**src/rtl/imem_dmem_arbiter_pkg.sv**
```systemverilog
// imem_dmem_arbiter_pkg: shared types for the IF/DM single-port SRAM arbiter
// Provides the arbiter FSM encoding, the response owner encoding and the requester bundle.
package imem_dmem_arbiter_pkg;
    typedef enum reg [1:0] {ARB_STARTUP, ARB_IDLE, ARB_BUSY} FSM_ARB_states;
    typedef enum bit [1:0] {OWN_NONE = 2'b00, OWN_IF = 2'b01, OWN_DM = 2'b10} ARB_Owner_Enum;
    typedef struct packed {
        logic        req;
        logic        we;
        logic [31:0] addr;
        logic [31:0] wdata;
    } ARB_req;
endpackage

```
**src/rtl/imem_dmem_arbiter_if.sv**
```systemverilog
// imem_dmem_arbiter_if: bus bundle between pipeline, arbiter and SRAM macro
// Fetch side:  if_req_i/if_addr_i/if_flush_i in, if_gnt_o/if_rvalid_o/if_rdata_o out.
// Data side:   dm_req_i/dm_we_i/dm_addr_i/dm_wdata_i in, dm_gnt_o/dm_rvalid_o/dm_rdata_o out.
// Memory side: mem_cs_o/mem_we_o/mem_addr_o/mem_wdata_o out, mem_rdata_i in.
// Hazard side: if_stall_o/dm_stall_o/ready_o out.
// slave is the arbiter's view, master is the surrounding system's view.
interface imem_dmem_arbiter_if #(parameter int AW = 32);
    logic          if_req_i;
    logic [AW-1:0] if_addr_i;
    logic          if_flush_i;
    logic          if_gnt_o;
    logic          if_rvalid_o;
    logic [31:0]   if_rdata_o;
    logic          dm_req_i;
    logic          dm_we_i;
    logic [AW-1:0] dm_addr_i;
    logic [31:0]   dm_wdata_i;
    logic          dm_gnt_o;
    logic          dm_rvalid_o;
    logic [31:0]   dm_rdata_o;
    logic          mem_cs_o;
    logic          mem_we_o;
    logic [AW-1:0] mem_addr_o;
    logic [31:0]   mem_wdata_o;
    logic [31:0]   mem_rdata_i;
    logic          if_stall_o;
    logic          dm_stall_o;
    logic          ready_o;
    modport slave (
        input  if_req_i, if_addr_i, if_flush_i, dm_req_i, dm_we_i, dm_addr_i, dm_wdata_i, mem_rdata_i,
        output if_gnt_o, if_rvalid_o, if_rdata_o, dm_gnt_o, dm_rvalid_o, dm_rdata_o,
               mem_cs_o, mem_we_o, mem_addr_o, mem_wdata_o, if_stall_o, dm_stall_o, ready_o
    );
    modport master (
        output if_req_i, if_addr_i, if_flush_i, dm_req_i, dm_we_i, dm_addr_i, dm_wdata_i, mem_rdata_i,
        input  if_gnt_o, if_rvalid_o, if_rdata_o, dm_gnt_o, dm_rvalid_o, dm_rdata_o,
               mem_cs_o, mem_we_o, mem_addr_o, mem_wdata_o, if_stall_o, dm_stall_o, ready_o
    );
endinterface

```
**src/rtl/imem_dmem_arbiter_lat_counter.sv**
```systemverilog
// arb_lat_counter: loadable down-counter that stops at zero
// clk/rst: clock and asynchronous active-high reset (count cleared to 0).
// load/load_val: load a new count; load wins over the decrement.
// busy: count is non-zero. last: count equals 1.
module arb_lat_counter #(parameter int W = 3) (
    input  logic         clk,
    input  logic         rst,
    input  logic         load,
    input  logic [W-1:0] load_val,
    output logic         busy,
    output logic         last
);
    logic [W-1:0] cnt;
    always_ff @(posedge clk or posedge rst)
        if (rst) cnt <= '0;
        else if (load) cnt <= load_val;
        else if (cnt != '0) cnt <= cnt - 1'b1;
    assign busy = cnt != '0;
    assign last = cnt == W'(1);
endmodule

```
**src/rtl/imem_dmem_arbiter.sv**
```systemverilog
// imem_dmem_arbiter: shares one single-port SRAM between instruction fetch and load/store
// clk/rst: clock and asynchronous active-high reset.
// bus (slave): fetch and data request/grant/response, SRAM drive and read data,
//              stall qualifiers for the hazard unit and the startup-complete flag.
module imem_dmem_arbiter import imem_dmem_arbiter_pkg::*; #(
    parameter int AW       = 32,
    parameter int LAT      = 1,
    parameter int INIT_CYC = 4
) (
    input logic                clk,
    input logic                rst,
    imem_dmem_arbiter_if.slave bus
);
    localparam logic [1:0] ST_STARTUP = ARB_STARTUP;
    localparam logic [1:0] ST_IDLE    = ARB_IDLE;
    localparam logic [1:0] ST_BUSY    = ARB_BUSY;
    logic [1:0]    state;
    ARB_Owner_Enum owner;
    logic          kill;
    logic          st_load, st_busy, st_last, st_done;
    logic          lat_busy, lat_last;
    logic          can_gnt, dm_gnt, if_gnt, rd_gnt, if_rv, dm_rv;
    ARB_req        if_b, dm_b, win;

    // The startup counter is armed on the first STARTUP cycle with INIT_CYC-1, so the
    // last count lands on the INIT_CYC-th cycle; INIT_CYC==1 leaves on the first cycle.
    arb_lat_counter #(.W(4)) u_st (
        .clk(clk), .rst(rst), .load(st_load), .load_val(4'(INIT_CYC - 1)),
        .busy(st_busy), .last(st_last)
    );
    arb_lat_counter #(.W(3)) u_lat (
        .clk(clk), .rst(rst), .load(rd_gnt), .load_val(3'(LAT)),
        .busy(lat_busy), .last(lat_last)
    );

    assign st_load = state == ST_STARTUP && !st_busy;
    assign st_done = state == ST_STARTUP && (st_last || INIT_CYC == 1);

    // A grant may issue in the return cycle of the previous read, giving back-to-back
    // issue at LAT=1. A flushing fetch is never granted.
    assign can_gnt = state == ST_IDLE || (state == ST_BUSY && lat_last);
    assign dm_gnt  = can_gnt && bus.dm_req_i;
    assign if_gnt  = can_gnt && bus.if_req_i && !bus.dm_req_i && !bus.if_flush_i;
    assign rd_gnt  = if_gnt || (dm_gnt && !bus.dm_we_i);

    assign if_b = '{req: bus.if_req_i, we: 1'b0, addr: 32'(bus.if_addr_i), wdata: bus.dm_wdata_i};
    assign dm_b = '{req: bus.dm_req_i, we: bus.dm_we_i, addr: 32'(bus.dm_addr_i), wdata: bus.dm_wdata_i};
    assign win  = dm_gnt ? dm_b : if_gnt ? if_b : '0;

    assign bus.if_gnt_o    = if_gnt;
    assign bus.dm_gnt_o    = dm_gnt;
    assign bus.mem_cs_o    = win.req;
    assign bus.mem_we_o    = win.we;
    assign bus.mem_addr_o  = AW'(win.addr);
    assign bus.mem_wdata_o = win.wdata;

    // A killed fetch still occupies the SRAM slot; only its rvalid is dropped.
    assign if_rv = lat_last && owner == OWN_IF && !kill && !bus.if_flush_i;
    assign dm_rv = lat_last && owner == OWN_DM;
    assign bus.if_rvalid_o = if_rv;
    assign bus.dm_rvalid_o = dm_rv;
    assign bus.if_rdata_o  = if_rv ? bus.mem_rdata_i : '0;
    assign bus.dm_rdata_o  = dm_rv ? bus.mem_rdata_i : '0;
    assign bus.if_stall_o  = bus.if_req_i && !if_gnt;
    assign bus.dm_stall_o  = (bus.dm_req_i && !dm_gnt) || (owner == OWN_DM && lat_busy && !dm_rv);
    assign bus.ready_o     = state != ST_STARTUP;

    always_ff @(posedge clk or posedge rst)
        if (rst) begin
            state <= ST_STARTUP;
            owner <= OWN_NONE;
            kill  <= 1'b0;
        end else begin
            if (state == ST_STARTUP) state <= st_done ? ST_IDLE : ST_STARTUP;
            else if (rd_gnt) state <= ST_BUSY;
            else if (lat_last) state <= ST_IDLE;
            if (rd_gnt) owner <= if_gnt ? OWN_IF : OWN_DM;
            else if (lat_last) owner <= OWN_NONE;
            kill <= lat_last ? 1'b0 : kill | (bus.if_flush_i && owner == OWN_IF && lat_busy);
        end
endmodule

```
**src/flat_wrapper.sv**
```systemverilog
// flat-port wrapper written by rule: the top's interface ports become plain ports
module imem_dmem_arbiter_flat import imem_dmem_arbiter_pkg::*;
#(
    parameter int AW       = 32,
    parameter int LAT      = 1,
    parameter int INIT_CYC = 4
)
  (clk, rst, bus_if_req_i, bus_if_addr_i, bus_if_flush_i, bus_dm_req_i, bus_dm_we_i, bus_dm_addr_i, bus_dm_wdata_i, bus_mem_rdata_i, bus_if_gnt_o, bus_if_rvalid_o, bus_if_rdata_o, bus_dm_gnt_o, bus_dm_rvalid_o, bus_dm_rdata_o, bus_mem_cs_o, bus_mem_we_o, bus_mem_addr_o, bus_mem_wdata_o, bus_if_stall_o, bus_dm_stall_o, bus_ready_o);
  imem_dmem_arbiter_if #(.AW(AW)) bus_i ();
  input logic clk;
  input logic rst;
  input wire logic [$bits(bus_i.if_req_i)-1:0] bus_if_req_i;
  input wire logic [$bits(bus_i.if_addr_i)-1:0] bus_if_addr_i;
  input wire logic [$bits(bus_i.if_flush_i)-1:0] bus_if_flush_i;
  input wire logic [$bits(bus_i.dm_req_i)-1:0] bus_dm_req_i;
  input wire logic [$bits(bus_i.dm_we_i)-1:0] bus_dm_we_i;
  input wire logic [$bits(bus_i.dm_addr_i)-1:0] bus_dm_addr_i;
  input wire logic [$bits(bus_i.dm_wdata_i)-1:0] bus_dm_wdata_i;
  input wire logic [$bits(bus_i.mem_rdata_i)-1:0] bus_mem_rdata_i;
  output wire logic [$bits(bus_i.if_gnt_o)-1:0] bus_if_gnt_o;
  output wire logic [$bits(bus_i.if_rvalid_o)-1:0] bus_if_rvalid_o;
  output wire logic [$bits(bus_i.if_rdata_o)-1:0] bus_if_rdata_o;
  output wire logic [$bits(bus_i.dm_gnt_o)-1:0] bus_dm_gnt_o;
  output wire logic [$bits(bus_i.dm_rvalid_o)-1:0] bus_dm_rvalid_o;
  output wire logic [$bits(bus_i.dm_rdata_o)-1:0] bus_dm_rdata_o;
  output wire logic [$bits(bus_i.mem_cs_o)-1:0] bus_mem_cs_o;
  output wire logic [$bits(bus_i.mem_we_o)-1:0] bus_mem_we_o;
  output wire logic [$bits(bus_i.mem_addr_o)-1:0] bus_mem_addr_o;
  output wire logic [$bits(bus_i.mem_wdata_o)-1:0] bus_mem_wdata_o;
  output wire logic [$bits(bus_i.if_stall_o)-1:0] bus_if_stall_o;
  output wire logic [$bits(bus_i.dm_stall_o)-1:0] bus_dm_stall_o;
  output wire logic [$bits(bus_i.ready_o)-1:0] bus_ready_o;
  assign bus_i.if_req_i = bus_if_req_i;
  assign bus_i.if_addr_i = bus_if_addr_i;
  assign bus_i.if_flush_i = bus_if_flush_i;
  assign bus_i.dm_req_i = bus_dm_req_i;
  assign bus_i.dm_we_i = bus_dm_we_i;
  assign bus_i.dm_addr_i = bus_dm_addr_i;
  assign bus_i.dm_wdata_i = bus_dm_wdata_i;
  assign bus_i.mem_rdata_i = bus_mem_rdata_i;
  assign bus_if_gnt_o = bus_i.if_gnt_o;
  assign bus_if_rvalid_o = bus_i.if_rvalid_o;
  assign bus_if_rdata_o = bus_i.if_rdata_o;
  assign bus_dm_gnt_o = bus_i.dm_gnt_o;
  assign bus_dm_rvalid_o = bus_i.dm_rvalid_o;
  assign bus_dm_rdata_o = bus_i.dm_rdata_o;
  assign bus_mem_cs_o = bus_i.mem_cs_o;
  assign bus_mem_we_o = bus_i.mem_we_o;
  assign bus_mem_addr_o = bus_i.mem_addr_o;
  assign bus_mem_wdata_o = bus_i.mem_wdata_o;
  assign bus_if_stall_o = bus_i.if_stall_o;
  assign bus_dm_stall_o = bus_i.dm_stall_o;
  assign bus_ready_o = bus_i.ready_o;
  imem_dmem_arbiter #(.AW(AW), .LAT(LAT), .INIT_CYC(INIT_CYC)) u_core (.clk(clk), .rst(rst), .bus(bus_i));
endmodule
```
**config.mk**
```make
export PLATFORM = sky130hd
export DESIGN_NAME = imem_dmem_arbiter_flat
export DESIGN_NICKNAME = d
export VERILOG_FILES = /design/src/rtl/imem_dmem_arbiter_pkg.sv /design/src/rtl/imem_dmem_arbiter_if.sv /design/src/rtl/imem_dmem_arbiter_lat_counter.sv /design/src/rtl/imem_dmem_arbiter.sv /design/src/flat_wrapper.sv
export SDC_FILE = /design/constraint.sdc
export NUM_CORES = 1
export LEC_CHECK = 0
export ABC_AREA = 1
export BUFFER_PORTS_ARGS = -buffer_cell sky130_fd_sc_hd__buf_2
export CORE_AREA = 2 2 105 107
export CTS_CLUSTER_DIAMETER = 120
export DETAILED_ROUTE_END_ITERATION = 8
export DIE_AREA = 0 0 107 109
export PLACE_DENSITY_LB_ADDON = 0.3
export SETUP_SLACK_MARGIN = 0.5
export SLEW_MARGIN = 10
export SYNTH_ARGS = -nofsm -noshare
export SYNTH_HDL_FRONTEND = slang
export SYNTH_SLANG_ARGS = --single-unit
```
**constraint.sdc**
```tcl
create_clock -name clk -period 2.14 [get_ports clk]
set_clock_uncertainty 0.2 [all_clocks]
set_input_delay 0.107 -clock clk [delete_from_list [all_inputs] [get_ports clk]]
set_output_delay 0.107 -clock clk [all_outputs]
set_load 0.01 [all_outputs]
```
==> impl_metrics.yaml <==
placement:
  post_dp_cell_area_um2: 3270
  portBuffers: 270
  dp_hpwl_mm: 6.58
  place_inst: 733
  globalplace.congestion: 0.772
yosys:
  synth.distinct_cells: 26
  synth-seq-cells: 12
  syn_inst: 336
  syn_area_um2: 1810
  seq_area_frac_synth_pct: 16.6
  synth_fp_nets: 475
  synth-warning-count: 0
  avgSynthCellArea_um2: 5.38
route:
  vias: 3326
  first_iter_violations: 171
  first_pass_iters: 4
  drc: 0
  finalWirelength_mm: 11.2
  viasPerCell: 4.27
  wl_per_cell_um: 14.3
  ant_nets: 0
clock_tree:
  clock_path_buffers: 2
  root_buffer: "clkbuf_8"
  cts_tree: "done"
  clock-sinks: 12
  clk_pin_slew_worst_paths_ps: 50
  cts_inserted_buffers: 3
  clkLatencyLatePin_ps: 240
  htreeDepth: 1
run_status:
  violations: "setup timing"
  outcome: "complete, but fails checks"
timing:
  hold_ws_ps: 65.2
  drv_slew: 0
  hold_viol_final: 0
  worst_pin_slew_ps: 490
  setup_viol: 2
  rsz0062_at_grt: "yes"
  period_minus_slack_ps: 2160
  post-route-period-util_pct: 101
  max_freq_mhz: 464
  relSlewSlack_pct: 67.3
  timing.final.ws_setup_ps: -16.9
floorplan:
  io_pins: 271
  initial_core_util_pct: 17.1
  dieArea_um2: 11700
  rows: 38
  core_area_um2: 10600
  die_w_um: 107
  dieHeight_um: 109
setup_path:
  crit_fanout: 8
  worstPathCellList: "inv_2 -> ha_4 -> nand2_4 -> buf_6 -> inv_4 -> nand4_1 -> buf_6 -> buf_16 -> nor2_1 -> buf_2"
  crit_path_end_kind: "output pin"
  start_kind: "flip-flop"
  crit_family: "buffers and inverters"
  path_class: "reg2out"
  slowest_delay_ps: 390
  cp.arrival_ps: 1850
  crit_top_cell: "buf_6"
  cp_num_buf_inv: 6
  cp_slowest_cell: "dfrtp_1"
  required_ps: 1830
layout:
  design_area_um2: 4830
  drive_gt1_share_pct: 71.8
  utilization_pct: 45.6
  nFillCells: 1026
  antenna_cells: 0
  syn_to_final_growth_pct: 167
  finish.net_count: 780
  fin_cells: 779
global_route:
  grt_start_max_net_pins: 34
  grt_pass1_vias: 2843
  track_usage_pct: 13.8
  antenna_found_initial: 0
  gr-total-overflow: 0
  grt_pass1_wl_mm: 13.1
power:
  finalPower_mw: 4.21
  worst_ir_drop_vdd_mv: 0.600
  powerDensity_nw_per_um2: 871
  p_leak_nw: 2.88
flow_run:
  maxCapViolations: 0
worst_hold_path:
  hp-class: "in2reg"
==> placed cells by master (no fill, tap or decap), types with 5 or more instances in the layout <==
cell type	count
nor2_1	22
inv_2	5
dfrtp_1	12
nand2_1	80
a21boi_2	30
buf_4	13
nor2_4	24
nor2_2	35
buf_6	48
nand2_2	15
nand2_4	18
inv_1	46
buf_16	7
buf_2	235
==> routing by layer <==
metal | share of wire (%) | vias to the layer above | track usage, %
li1 | - | 1611 | -
met1 | 37 | 1532 | 15.1
met2 | 55 | 172 | 28.1
met3 | 7.0 | 11 | 1.73
met4 | 1.2 | 0 | 2.88
met5 | 0 | - | 0
==> sequential cells by signal (all words and copies together) (netlist names) <==
register,count
u_core.u_st.cnt,4
u_core.kill,1
u_core.u_lat.cnt,3
u_core.owner,2
u_core.state,2
==> path summary, 6_finish.rpt <==
kind                            slack (ps)  cells after the start                 from                  to
worst max-delay path                   -20                     10  u_core.u_lat.cnt[1]  bus_if_rdata_o[18]
worst min-delay path                    70                      4          bus_dm_we_i     u_core.owner[1]
worst max register to register         410                      9  u_core.u_lat.cnt[1]     u_core.owner[0]
worst min register to register         310                      2          u_core.kill         u_core.kill
max in group asynchronous             1170                      3                  rst     u_core.state[1]
min in group asynchronous              230                      3                  rst     u_core.owner[0]
==> stage by stage <==
step	setup slack [ps]	setup TNS, ps
6_report	-16.9	-18.1
5_1_grt	-93.1	-2630
4_1_cts	110	0
2_1_floorplan	478	0
3_3_place_gp	173	0
3_5_place_dp	142	0
==> power breakdown <==
group | switching [mW] | internal (mW) | total (mW)
Clock | 0.0796 | 0.124 | 0.203
Sequential | 0.0886 | 0.345 | 0.434
Combinational | 1.93 | 1.64 | 3.57
==> Yosys cell counts <==
cell | number | area share (%)
inv_4 | 1 | 0.35
buf_2 | 11 | 3.0
nor3_1 | 1 | 0.28
nor2_2 | 1 | 0.35
and2_4 | 1 | 0.48
inv_1 | 52 | 11
dfrtp_1 | 12 | 17
clkbuf_1 | 1 | 0.21
buf_6 | 6 | 3.7
buf_4 | 1 | 0.42
nor2_1 | 80 | 17
o32ai_1 | 1 | 0.48
nand3_2 | 1 | 0.55
a21boi_0 | 4 | 1.7
o21ai_0 | 2 | 0.55
xor2_1 | 1 | 0.48
nand4_1 | 4 | 1.4
nand2_1 | 109 | 23
xnor2_1 | 1 | 0.48
nand2_2 | 2 | 0.69
nand3_1 | 2 | 0.55
ha_1 | 5 | 3.5
a21oi_1 | 5 | 1.4
nand2_4 | 1 | 0.62
inv_2 | 3 | 0.62
a21boi_1 | 28 | 12
==> final cells by class <==
type                            count  area, µm²  share of cell area [%]
Timing Repair inverter              2       27.5                   0.570
Inverter                           56        256                    5.31
Tap cell                          140        175                    3.63
Clock buffer                        3       41.3                   0.855
Sequential cell                    12        300                    6.22
Multi-Input combinational cell    252       1820                    37.6
Timing Repair Buffer              314       2210                    45.8
==> worst register-to-register path: stages (launching register included) <==
cell and delay, ps:
dfrtp_1 390, inv_2 90, ha_4 140, nand2_4 70, nand2_4 100, buf_4 110
nand4_1 180, buf_4 210, nand4_1 80, nand2_1 60
==> logic make-up (layout without fill, tap and decap cells) <==
family	after synthesis	in the layout	share of synthesized area, %
flip-flops	12	12	16.6
AO/OA/AOI/OAI	40	40	15.7
buffers and inverters	75	375	19.2
adder cells (fa/ha/maj)	5	5	3.46
AND/OR/NAND/NOR	202	205	44.1
XOR/XNOR	2	2	0.968
==> timing repair <==
action / 4_1_cts / 5_1_grt
setup buffers: 14 / 10
setup endpoints to repair: 136 / 143
hold buffers: 2 / 0
pin swaps: 5 / 15
gates cloned: 9 / 8
hold endpoints to repair: 13 / 0
resized for setup: 89 / 171
No activity file was read; power rests on OpenSTA's default activity.
